<file path="src/rtl/bp_pkg.sv">
// Shared definitions for the 2-bit branch predictor and its resolution monitor.
package bp_pkg;

    // Branch direction encoding used on every direction signal.
    localparam logic TAKEN     = 1'b1;
    localparam logic NOT_TAKEN = 1'b0;

    // Two-bit saturating predictor states. The MSB is the predicted direction.
    typedef enum logic [1:0] {
        ST_STRONG_NT = 2'b00,
        ST_WEAK_NT   = 2'b01,
        ST_WEAK_T    = 2'b10,
        ST_STRONG_T  = 2'b11
    } pred_state_e;

    // Default sizing of the resolution monitor.
    localparam int DEFAULT_DEPTH = 4;
    localparam int DEFAULT_CNT_W = 16;

    // Predicted direction carried by a predictor state.
    function automatic logic pred_dir(input pred_state_e st);
        return st[1];
    endfunction

endpackage

</file>
<file path="src/rtl/bp_fifo.sv">
// One-bit-wide in-order FIFO of in-flight predictions, with a synchronous
// clear that discards every entry and any push in the same cycle.
module bp_fifo
    import bp_pkg::*;
#(
    parameter int DEPTH = DEFAULT_DEPTH
) (
    input  logic                         clk,
    input  logic                         reset,
    input  logic                         clear,
    input  logic                         push,
    input  logic                         pop,
    input  logic                         din,
    output logic                         dout,
    output logic [$clog2(DEPTH+1)-1:0]   count,
    output logic                         full,
    output logic                         empty
);

    localparam int PTR_W = $clog2(DEPTH);
    localparam int OCC_W = $clog2(DEPTH+1);

    logic                 mem_r [DEPTH];
    logic [PTR_W-1:0]     wr_ptr_r;
    logic [PTR_W-1:0]     rd_ptr_r;
    logic [OCC_W-1:0]     count_r;
    logic                 push_ok_s;
    logic                 pop_ok_s;

    assign full      = (count_r == OCC_W'(DEPTH));
    assign empty     = (count_r == {OCC_W{1'b0}});
    assign push_ok_s = push && !full;
    assign pop_ok_s  = pop && !empty;
    assign dout      = mem_r[rd_ptr_r];
    assign count     = count_r;

    // Storage write; a cleared or reset cycle never commits an entry.
    always_ff @(posedge clk) begin
        if (push_ok_s && !clear && !reset) begin
            mem_r[wr_ptr_r] <= din;
        end
    end

    // Pointer and occupancy bookkeeping; pointers wrap naturally (power-of-two depth).
    always_ff @(posedge clk) begin
        if (reset || clear) begin
            wr_ptr_r <= {PTR_W{1'b0}};
            rd_ptr_r <= {PTR_W{1'b0}};
            count_r  <= {OCC_W{1'b0}};
        end else begin
            if (push_ok_s) begin
                wr_ptr_r <= wr_ptr_r + PTR_W'(1);
            end
            if (pop_ok_s) begin
                rd_ptr_r <= rd_ptr_r + PTR_W'(1);
            end
            case ({push_ok_s, pop_ok_s})
                2'b10:   count_r <= count_r + OCC_W'(1);
                2'b01:   count_r <= count_r - OCC_W'(1);
                default: count_r <= count_r;
            endcase
        end
    end

endmodule

</file>
<file path="src/rtl/bp_resolve_monitor.sv">
// Resolution stage behind the 2-bit branch predictor: matches queued
// predictions against resolved outcomes, drives predictor training,
// raises flush on a misprediction and keeps saturating statistics.
module bp_resolve_monitor
    import bp_pkg::*;
#(
    parameter int DEPTH = DEFAULT_DEPTH,
    parameter int CNT_W = DEFAULT_CNT_W
) (
    input  logic                         clk,
    input  logic                         reset,
    input  logic                         pred_valid,
    input  logic                         pred_taken,
    output logic                         pred_ready,
    input  logic                         res_valid,
    input  logic                         res_taken,
    output logic                         upd_valid,
    output logic                         upd_taken,
    output logic                         flush,
    output logic [$clog2(DEPTH+1)-1:0]   inflight,
    output logic [CNT_W-1:0]             total_cnt,
    output logic [CNT_W-1:0]             hit_cnt,
    output logic [CNT_W-1:0]             miss_cnt,
    output logic                         err_underflow
);

    logic             head_s;
    logic             full_s;
    logic             empty_s;
    logic             push_s;
    logic             res_ok_s;
    logic             mismatch_s;
    logic             hit_s;

    logic             upd_valid_r;
    logic             upd_taken_r;
    logic             flush_r;
    logic [CNT_W-1:0] total_cnt_r;
    logic [CNT_W-1:0] hit_cnt_r;
    logic [CNT_W-1:0] miss_cnt_r;
    logic             err_underflow_r;

    // Saturating increment: holds at all-ones instead of wrapping.
    function automatic logic [CNT_W-1:0] sat_inc(input logic [CNT_W-1:0] v);
        return (v == {CNT_W{1'b1}}) ? v : v + CNT_W'(1);
    endfunction

    // Readiness depends only on registered occupancy.
    assign pred_ready = !full_s;
    assign push_s     = pred_valid && pred_ready;
    // A resolution only counts when there is a prediction to match it to.
    assign res_ok_s   = res_valid && !empty_s;
    assign mismatch_s = res_ok_s && (head_s != res_taken);
    assign hit_s      = res_ok_s && (head_s == res_taken);

    // A mismatch clears the queue, dropping younger work including this cycle's push.
    bp_fifo #(
        .DEPTH (DEPTH)
    ) u_fifo (
        .clk   (clk),
        .reset (reset),
        .clear (mismatch_s),
        .push  (push_s),
        .pop   (res_ok_s),
        .din   (pred_taken),
        .dout  (head_s),
        .count (inflight),
        .full  (full_s),
        .empty (empty_s)
    );

    // Training strobe, outcome and flush pulse, one register stage after resolution.
    always_ff @(posedge clk) begin
        if (reset) begin
            upd_valid_r <= 1'b0;
            upd_taken_r <= NOT_TAKEN;
            flush_r     <= 1'b0;
        end else begin
            upd_valid_r <= res_ok_s;
            flush_r     <= mismatch_s;
            if (res_ok_s) begin
                upd_taken_r <= res_taken;
            end
        end
    end

    // Independent saturating statistics for accepted resolutions.
    always_ff @(posedge clk) begin
        if (reset) begin
            total_cnt_r <= {CNT_W{1'b0}};
            hit_cnt_r   <= {CNT_W{1'b0}};
            miss_cnt_r  <= {CNT_W{1'b0}};
        end else begin
            if (res_ok_s) begin
                total_cnt_r <= sat_inc(total_cnt_r);
            end
            if (hit_s) begin
                hit_cnt_r <= sat_inc(hit_cnt_r);
            end
            if (mismatch_s) begin
                miss_cnt_r <= sat_inc(miss_cnt_r);
            end
        end
    end

    // Sticky flag for a resolution arriving with nothing in flight.
    always_ff @(posedge clk) begin
        if (reset) begin
            err_underflow_r <= 1'b0;
        end else if (res_valid && empty_s) begin
            err_underflow_r <= 1'b1;
        end
    end

    assign upd_valid     = upd_valid_r;
    assign upd_taken     = upd_taken_r;
    assign flush         = flush_r;
    assign total_cnt     = total_cnt_r;
    assign hit_cnt       = hit_cnt_r;
    assign miss_cnt      = miss_cnt_r;
    assign err_underflow = err_underflow_r;

endmodule

</file>
<file path="config.mk">
export PLATFORM = sky130hd
export DESIGN_NAME = bp_resolve_monitor
export DESIGN_NICKNAME = d
export VERILOG_FILES = /design/src/rtl/bp_pkg.sv /design/src/rtl/bp_fifo.sv /design/src/rtl/bp_resolve_monitor.sv
export SDC_FILE = /design/constraint.sdc
export NUM_CORES = 1
export LEC_CHECK = 0
export CORE_MARGIN = 4
export CORE_UTILIZATION = 40
export DETAILED_ROUTE_END_ITERATION = 10
export GPL_TIMING_DRIVEN = 0
export HOLD_SLACK_MARGIN = 0.1
export PLACE_DENSITY_LB_ADDON = 0.12
export SETUP_SLACK_MARGIN = 0.05
export SYNTH_ARGS = -nofsm -noshare
export SYNTH_HDL_FRONTEND = slang
export SYNTH_SLANG_ARGS = --single-unit
</file>
<file path="constraint.sdc">
create_clock -name clk -period 7.5 [get_ports clk]
set_clock_uncertainty 0.15 [all_clocks]
set_input_delay 1.125 -clock clk [delete_from_list [all_inputs] [get_ports clk]]
set_output_delay 1.125 -clock clk [all_outputs]
set_load 0.005 [all_outputs]
</file>
* Word level (Yosys, flattened, before mapping)
Memories as Yosys holds them, arrays and structs flattened. A register that Yosys moved wholly into a read port is not among the register bits.
Index checks and enable logic that the tools add are counted.
** Word-level totals
- Bits in writable memories :: 4
- Output and inout port bits :: 56
- Memories kept :: 1
- Input bits :: 6
- Word-level logic and storage cells :: 53
- Bits in registers :: 59
** Memories
- u_fifo.mem_r :: words 4, bits a word 1, read ports 1, clocked after Yosys merged registers in 1, wr ports 1, line bp_fifo.sv:23 : logic mem_r [DEPTH];
** Cells by class
- Equal/unequal tests :: 8
- $add $sub $neg :: 7
- Multiplexer cells :: 5
- Bitwise logic cells :: 3
- Reductions and logical operators :: 19
** Operator list (count)
- adder 16 x 1 -> 16 bit, second input constant :: 3
- == test 16 bit, second input constant :: 3
- logical AND 1 bit :: 9
- case mux 3 bit (2 select lines) :: 1
- AND reduction 2 bit :: 3
- adder 2 x 1 -> 2 bit, second input constant :: 2
- logical NOT 1 bit :: 4
- two-way mux 2 bit :: 2
- adder 3 x 1 -> 3 bit, second input constant :: 1
- == test 3 bit, second input constant :: 1
- logical NOT 3 bit :: 1
- NOT 1 bit :: 3
- subtractor 3 x 1 -> 3 bit, second input constant :: 1
- == test 2 x 1 -> 1 bit, second input constant :: 1
- == test 2 bit, second input constant :: 1
- two-way mux 1 bit :: 2
- nonzero test 2 bit :: 1
- == test 1 bit :: 1
- logical OR 1 bit :: 1
- inequality test 1 bit :: 1

* Depth between registers and ports, before layout
Gate-level depths: netlist of run 1.
- Depth after elaboration :: 9
- Depth in mapped cells :: 10
- Depth with buffers taken out :: 10

* Hierarchy
Synthesis of run 1 repeated with hierarchy kept, for this count alone.
** Unflattened totals
- Cells, all modules :: 376
- Area, all modules :: 3299.4 µm²
** By module, submodules not included
- bp_resolve_monitor :: cells each 315, instances 1, sequential area each 1041.0 µm², area each 2677.6 µm²
- bp_fifo :: cells each 61, instances 1, sequential area each 300.3 µm², area each 621.8 µm²

* Least setup slack after synthesis of run 1
Ideal clock, no wire load.
- Path kind :: in2reg
- Start :: input res_valid
- End :: register u_fifo.count_r[2], in the netlist u_fifo.count[2]
- Stages on the path :: 10
- Setup slack :: 4528 ps
- Arrival time :: 2691 ps
- Path through :: o31ai_2 > clkinv_1 > clkbuf_1 > ha_1 > inv_1 > fa_1 > xor2_1 > nor2_1 > xnor2_1 > nor2_1
** Between the ends
- Cells in the longest elaborated chain, start to end :: 4
- Elaborated cells on any way between the ends :: 8
- Those cells by class :: 2 x eq/ne; 1 x mux; 5 x reduce/logical
** RTL lines
- start: declaration :: line bp_resolve_monitor.sv:15 : input logic res_valid,
- logical AND 1 bit (*) :: line bp_resolve_monitor.sv:52 : assign res_ok_s = res_valid && !empty_s;
- logical AND 1 bit (*) :: line bp_fifo.sv:33 : assign pop_ok_s = pop && !empty;
- net u_fifo.pop_ok_s :: line bp_fifo.sv:28 : logic pop_ok_s;
- == test 2 x 1 -> 1 bit / == test 2 bit (equally long branches) :: line bp_fifo.sv:57 : case ({push_ok_s, pop_ok_s})
- case mux 3 bit (2 select lines) / nonzero test 2 bit (equally long branches)
- end signal: assignment :: line bp_fifo.sv:58 : 2'b10: count_r <= count_r + OCC_W'(1);
- end signal: assignment :: line bp_fifo.sv:59 : 2'b01: count_r <= count_r - OCC_W'(1);
- end signal: assignment :: line bp_fifo.sv:60 : default: count_r <= count_r;
- end: declaration :: line bp_fifo.sv:26 : logic [OCC_W-1:0] count_r;
The timed path passes the listed nets; every way through them passes the cells marked *.
A chain may end at the register's enable or synchronous reset.

* Final worst setup path of run 1
Ends and elaborated chain as after synthesis.

==> results.py, run 1 <==
metrics = {
    "status": {
        "status": "completed",
    },
    "routing": {
        "routed_wl_um": 7120,
        "wl_per_cell_um": 13.7,
        "vias_per_cell": 5.18,
        "ant_nets": 0,
        "dr.first_iter.drc_count": 49,
        "route.detailed.drc": 0,
        "vias": 2688,
        "dr.pass1.iters": 4,
    },
    "yosys": {
        "synthCells": 344,
        "synth_area_um2": 3070,
        "avgSynthCellArea_um2": 8.91,
        "yosys_register_bits": 65,
        "yosysSeqAreaShare_pct": 43.7,
        "synth_fp_nets": 359,
        "yosys_warnings": 0,
        "yosys.cell_types.count": 42,
    },
    "timing": {
        "tns_ns": 0,
        "fmax_mhz": 275,
        "min_period_ns": 3.64,
        "fin_hold_ws_ns": 0.317,
        "slew_headroom_pct": 24.8,
        "slew_viol_final": 0,
        "setup_viol": 0,
        "worst_pin_slew_ns": 1.11,
        "fin_crit_sh_pct": 48.5,
        "rsz0062_at_grt": "no",
        "finalHoldViolCount": 0,
    },
    "critical_path": {
        "r2r_slack_ns": 4.31,
        "cpMostUsedCell": "nor2_1",
        "cpPeakStageDelay_ns": 0.50,
        "cpMaxStageDelayCell": "clkdlybuf4s50_1",
        "startpoint_type": "input port",
        "path_max_fanout": 10,
        "worst-setup-path-type": "input port to register",
        "crit_required_ns": 7.56,
        "cp.arrival_ns": 3.70,
        "worst_setup_path_end_kind": "register",
        "cp_cell_sequence": "clkdlybuf4s50_1, o31ai_2, clkinv_1, clkbuf_1, ha_1, inv_1, fa_1, xor2_1, nor2_1, xnor2_1, nor2_1",
    },
    "clock_network": {
        "cts_tree": "yes",
        "cts-root-buf": "clkbuf_8",
        "htree_levels": 3,
        "post_cts_buffers": 0,
        "clkLatencyLatePin_ns": 0.33,
        "cts_hold_buffers": 0,
        "cts_max_path_buffers": 2,
        "cts_sinks": 65,
        "cts_buffers": 9,
        "cts_resized": 0,
        "clk_pin_slew_ns": 0.07,
    },
    "pwr": {
        "ir_worst_vdd_mv": 0.161,
        "power_density_nw_per_um2": 222,
        "p_leak_nw": 1.31,
    },
    "placement": {
        "place.gp.congestion": 0.790,
        "hpwl_um": 5210,
        "io_buffers": 61,
    },
    "min_path": {
        "hp-class": "register to register",
    },
    "floorplanning": {
        "core_um2": 7370,
        "chipHeight_um": 95.6,
        "die_x_um": 95.6,
        "rows": 31,
        "dieArea_um2": 9130,
        "pin_count": 62,
        "initial_core_util_pct": 41.6,
    },
    "finish": {
        "syn_to_final_growth_pct": 30.0,
        "final_nets": 431,
        "fill_cells": 708,
        "multi_input_area_um2": 1630,
        "antenna_cells": 0,
        "seq_area_um2": 1340,
        "drive_gt1_share_pct": 5.95,
    },
    "run": {
        "drv_cap": 0,
    },
    "global_routing": {
        "grt_use_total_pct": 16.4,
        "grt_pass1_vias": 2582,
        "grt_pass1_wl_um": 11700,
        "antenna_found_initial": 0,
        "grt_max_degree": 12,
        "grt_overflow": 0,
    },
}
## stage by stage
| step | utilization, % | instances | total power, mW | setup slack, ns | area [um^2] |
|---|---|---|---|---|---|
| final | 54.1 | 519 | 0.886 | 3.86 | 3990 |
| after floorplan | - | 344 | 0.527 | 4.53 | 3070 |
| after global routing | 54.1 | 519 | 0.938 | 3.80 | 3990 |
| after detailed placement | 51.6 | 504 | 0.609 | 3.54 | 3800 |
| after global placement | 51.6 | 504 | 0.605 | 3.57 | 3800 |
| after CTS | 54.1 | 519 | 0.897 | 3.89 | 3990 |
## per-layer routing
layer  GRT usage (%)  vias to the layer above  routed length, um  part of all wire [%]
li1                -                     1359                  -                     -
met1            21.3                     1264               3540                    50
met2            26.5                       56               3190                    45
met3            3.24                        9                263                   3.7
met4            6.99                        0                119                   1.7
met5               0                        -                  0                     0
## cell usage in the layout (no fill, tap or decap), types with 4 or more instances in the layout
| cell | count |
|---|---|
| clkdlybuf4s50_1 | 61 |
| o21ai_0 | 7 |
| xnor2_1 | 28 |
| nor4b_1 | 5 |
| nand3_1 | 19 |
| a21oi_1 | 14 |
| inv_1 | 13 |
| nand4_1 | 17 |
| or4_1 | 5 |
| ha_1 | 8 |
| clkbuf_1 | 9 |
| nand2_1 | 19 |
| and2_1 | 5 |
| nor4_1 | 9 |
| nor2_1 | 53 |
| edfxtp_1 | 4 |
| dfxtp_1 | 61 |
| nor3_1 | 18 |
| clkbuf_8 | 10 |
| nor2b_1 | 6 |
| mux2i_1 | 4 |
| xor2_1 | 7 |
| or3_1 | 7 |
## cell usage after synthesis, drive strengths merged
library cell	instances	area share, %
fa	1	0.65
xor2	7	2.0
nor2b	6	1.2
a31o	1	0.29
mux2i	4	1.3
nand2	19	2.3
nor4b	5	1.4
o311ai	1	0.29
or4b	1	0.33
o21ai	7	1.1
or3	7	1.4
o2111ai	1	0.29
and4	3	0.86
ha	8	3.3
nand4	17	3.5
nand3	20	3.7
o21bai	1	0.24
and3	3	0.61
clkinv	1	0.12
dfxtp	61	40
nor3	18	2.9
and2	5	1.0
mux4	1	0.73
inv	13	1.6
a41o	1	0.33
edfxtp	4	3.9
or2	1	0.20
clkbuf	8	0.98
nor4	10	2.2
a21oi	14	2.3
mux2	4	1.5
xnor2	29	8.9
nor2	53	6.5
o31ai	2	0.65
or4	5	1.2
buf	2	0.29
## layout make-up
type,instances,area share (%)
buffer,10,0.973
clock buffer,11,3.55
sequential,65,33.6
tap,99,3.11
multi-input combinational,255,41.0
clock inverter,4,1.13
inverter,14,1.32
timing repair buffer,61,15.3
## worst max-delay path: cells and delay by family
kind | cells | cell delay, ns
adder cells (fa/ha/maj) | 2 | 0.65
AND/OR/NAND/NOR | 2 | 0.18
AO/OA/AOI/OAI | 1 | 0.18
XOR/XNOR | 2 | 0.28
buffers and inverters | 4 | 1.27
## where the power goes
group | switching (mW) | total [mW] | leakage, nW | internal, mW
Clock | 0.127 | 0.286 | 0.0989 | 0.159
Sequential | 0.0262 | 0.401 | 0.529 | 0.375
Combinational | 0.111 | 0.199 | 0.680 | 0.0871
## logic make-up after synthesis
group | count (synthesis) | share of synthesized area, %
adder cells (fa/ha/maj) | 9 | 3.92
multiplexers | 9 | 3.51
AND/OR/NAND/NOR | 173 | 29.5
AO/OA/AOI/OAI | 28 | 5.51
flip-flops | 65 | 43.7
buffers and inverters | 24 | 2.98
XOR/XNOR | 36 | 10.9
## sequential cells by signal (all words and copies together) (netlist names), named ones only
register / count
hit_cnt: 16
miss_cnt: 16
total_cnt: 16
u_fifo.mem_r: 4
u_fifo.count: 3
u_fifo.rd_ptr_r: 2
u_fifo.wr_ptr_r: 2
err_underflow: 1
flush: 1
upd_taken: 1
upd_valid: 1
## final timing paths
path         depth (start not counted)       startpoint               to
max                                 11        res_valid  u_fifo.count[2]
min                                  2        upd_taken        upd_taken
max reg2reg                         10  u_fifo.count[2]  u_fifo.count[2]
min reg2reg                          2        upd_taken        upd_taken
Note: power is estimated with default switching activity, not from simulation.
==> run 2: changes to the inputs <==
==> constraint.sdc (replaced) <==
create_clock -name clk -period 3.3 [get_ports clk]
set_clock_uncertainty 0.15 [all_clocks]
set_input_delay 0.495 -clock clk [delete_from_list [all_inputs] [get_ports clk]]
set_output_delay 0.495 -clock clk [all_outputs]
set_load 0.005 [all_outputs]
==> run 2 against run 1 <==
Cell area up 0.22%. Cell count is the same. Worst setup slack lost 3.5 ns. Via count is 0.11% lower. Clock power up 130%. Non-clock buffer count is the same. Clock-buffer cell count did not move. Hold slack unchanged. Global-route usage stayed put.
==> results.py, run 2 (same netlist as run 1, synthesis figures left out) <==
metrics = {
    "status": {
        "status": "completed",
    },
    "clock_network": {
        "htree_levels": 3,
        "clk_pin_slew_ns": 0.07,
        "cts_tree": "yes",
        "cts_sinks": 65,
        "cts_buffers": 9,
        "cts_hold_buffers": 0,
        "post_cts_buffers": 0,
        "cts_max_path_buffers": 2,
        "clkLatencyLatePin_ns": 0.33,
        "cts-root-buf": "clkbuf_8",
    },
    "global_routing": {
        "antenna_found_initial": 0,
        "grt_pass1_vias": 2582,
        "grt_use_total_pct": 16.4,
        "grt_overflow": 0,
        "grt_max_degree": 12,
        "grt_pass1_wl_um": 11700,
    },
    "routing": {
        "wl_met1_um": 3540,
        "routed_wl_um": 7110,
        "maxUsedRoutingLayer": "met4",
        "route.detailed.drc": 0,
        "vias_per_cell": 5.17,
        "wl_per_cell_um": 13.7,
        "ant_nets": 0,
        "met3_length_um": 263,
        "dr.first_iter.drc_count": 47,
        "wl_met2_um": 3190,
        "dr.pass1.iters": 4,
        "vias": 2685,
    },
    "finish": {
        "multi_input_area_um2": 1640,
        "syn_to_final_growth_pct": 30.3,
        "final_nets": 431,
        "layout_common_cells": "dfxtp_1 (61), clkdlybuf4s50_1 (61), nor2_1 (53)",
        "antenna_cells": 0,
        "seq_area_um2": 1340,
        "fill_cells": 705,
        "drive_gt1_share_pct": 5.95,
        "final_area_um2": 4000,
    },
    "run": {
        "drv_cap": 0,
    },
    "critical_path": {
        "crit_required_ns": 3.36,
        "crit_path_start": "res_valid",
        "path_max_fanout": 10,
        "worst_setup_path_end_kind": "register",
        "reg2reg_from": "u_fifo.count[2]",
        "startpoint_type": "input port",
        "worst-setup-path-type": "input port to register",
        "r2r_slack_ns": 0.40,
        "path_delay_family": "buffers and inverters",
        "cpPeakStageDelay_ns": 0.53,
        "cpMaxStageDelayCell": "clkdlybuf4s50_1",
        "worstPathBufferInverterCount": 4,
        "cp.arrival_ns": 3.04,
        "cp_cell_sequence": "clkdlybuf4s50_1, o31ai_4, clkinv_1, clkbuf_1, ha_1, inv_1, fa_1, xor2_1, nor2_1, xnor2_1, nor2_1",
        "cpMostUsedCell": "nor2_1",
    },
    "min_path": {
        "hp-class": "register to register",
        "hold_path.startpoint": "upd_taken",
    },
    "timing": {
        "fmax_mhz": 335,
        "worst_slack_ns": 0.318,
        "min_period_ns": 2.98,
        "setup_viol": 0,
        "rsz0062_at_grt": "no",
        "slew_viol_final": 0,
        "slew_headroom_pct": 24.8,
        "finalHoldViolCount": 0,
        "worst_pin_slew_ns": 1.11,
        "tns_ns": 0,
        "fin_crit_sh_pct": 90.4,
    },
    "pwr": {
        "power_density_nw_per_um2": 506,
        "ir_worst_vdd_mv": 0.374,
        "p_leak_nw": 1.31,
        "total_power_mw": 2.02,
    },
    "floorplanning": {
        "pin_count": 62,
        "chipHeight_um": 95.6,
        "dieArea_um2": 9130,
        "die_x_um": 95.6,
        "rows": 31,
        "core_um2": 7370,
        "initial_core_util_pct": 41.6,
    },
    "placement": {
        "pre_cts_ws_ns": -0.0342,
        "place.gp.congestion": 0.790,
        "dpl_cell_area_um2": 3800,
        "io_buffers": 61,
        "hpwl_um": 5210,
    },
}
-- run 2: cell counts in the layout (fill, tap and decap cells not counted) --
No cell type changed its count.
-- run 2: what timing repair did --
item                                    CTS  global route
endpoints found under the setup margin    0             2
endpoints found under the hold margin     0             0
resized for setup                         0             1
-- run 2: where the power goes --
part / switching, mW / internal [mW]
registers: 0.0643 / 0.852
clock network: 0.290 / 0.362
logic: 0.252 / 0.201
total: 0.606 / 1.41
-- run 2: metal layers --
layer | global-route usage [%] | vias to the layer above
li1 | - | 1358
met4 | 6.99 | 0
met1 | 21.3 | 1262
met3 | 3.24 | 9
met2 | 26.5 | 56
met5 | 0 | -
-- run 2: path summary, 6_finish.rpt --
| check | to | cells past startpoint |
|---|---|---|
| setup / recovery | u_fifo.count[2] | 11 |
| hold / removal | upd_taken | 2 |
| setup reg to reg | u_fifo.count[2] | 10 |
| hold reg to reg | upd_taken | 2 |
-- run 2: final cells by class --
class | count | share of cell area (%)
well taps | 99 | 3.10
inverters | 14 | 1.31
flip-flops and latches | 65 | 33.6
plain buffers | 10 | 0.971
clock buffers | 11 | 3.54
repair buffers | 61 | 15.3
multi-input cells | 255 | 41.1
clock inverters | 4 | 1.13
-- run 2: worst register-to-register path: stages, from the launching register on --
cell and delay, ns:
dfxtp_1 0.38, o31ai_4 0.49, clkinv_1 0.43, clkbuf_1 0.37, ha_1 0.32, inv_1 0.07
fa_1 0.17, xor2_1 0.14, nor2_1 0.07, xnor2_1 0.13, nor2_1 0.05
-- run 2: stage by stage --
stage          util [%]  hold slack, ns  std cells
2_1_floorplan         -           0.303        344
3_3_place_gp       51.6           0.306        504
3_5_place_dp       51.6           0.311        504
4_1_cts            54.1           0.321        519
5_1_grt            54.2           0.345        519
6_report           54.2           0.317        519
==> run 3: changes to the inputs <==
==> constraint.sdc (replaced) <==
create_clock -name clk -period 3.6 [get_ports clk]
set_clock_uncertainty 0.15 [all_clocks]
set_input_delay 0.54 -clock clk [delete_from_list [all_inputs] [get_ports clk]]
set_output_delay 0.54 -clock clk [all_outputs]
set_load 0.005 [all_outputs]
==> results of run 3 <==
Same layout as run 1 (identical final DEF). Status: completed.
Among the figures that moved: setup slack after placement 3.54 ns -> 0.221 ns; setup slack after layout 3.86 ns -> 0.407 ns; start point of the critical path res_valid -> u_fifo.count[2]; register-to-register setup slack 4.31 ns -> 0.41 ns; total power 0.886 mW -> 1.85 mW; worst IR drop on VDD 0.161 mV -> 0.335 mV
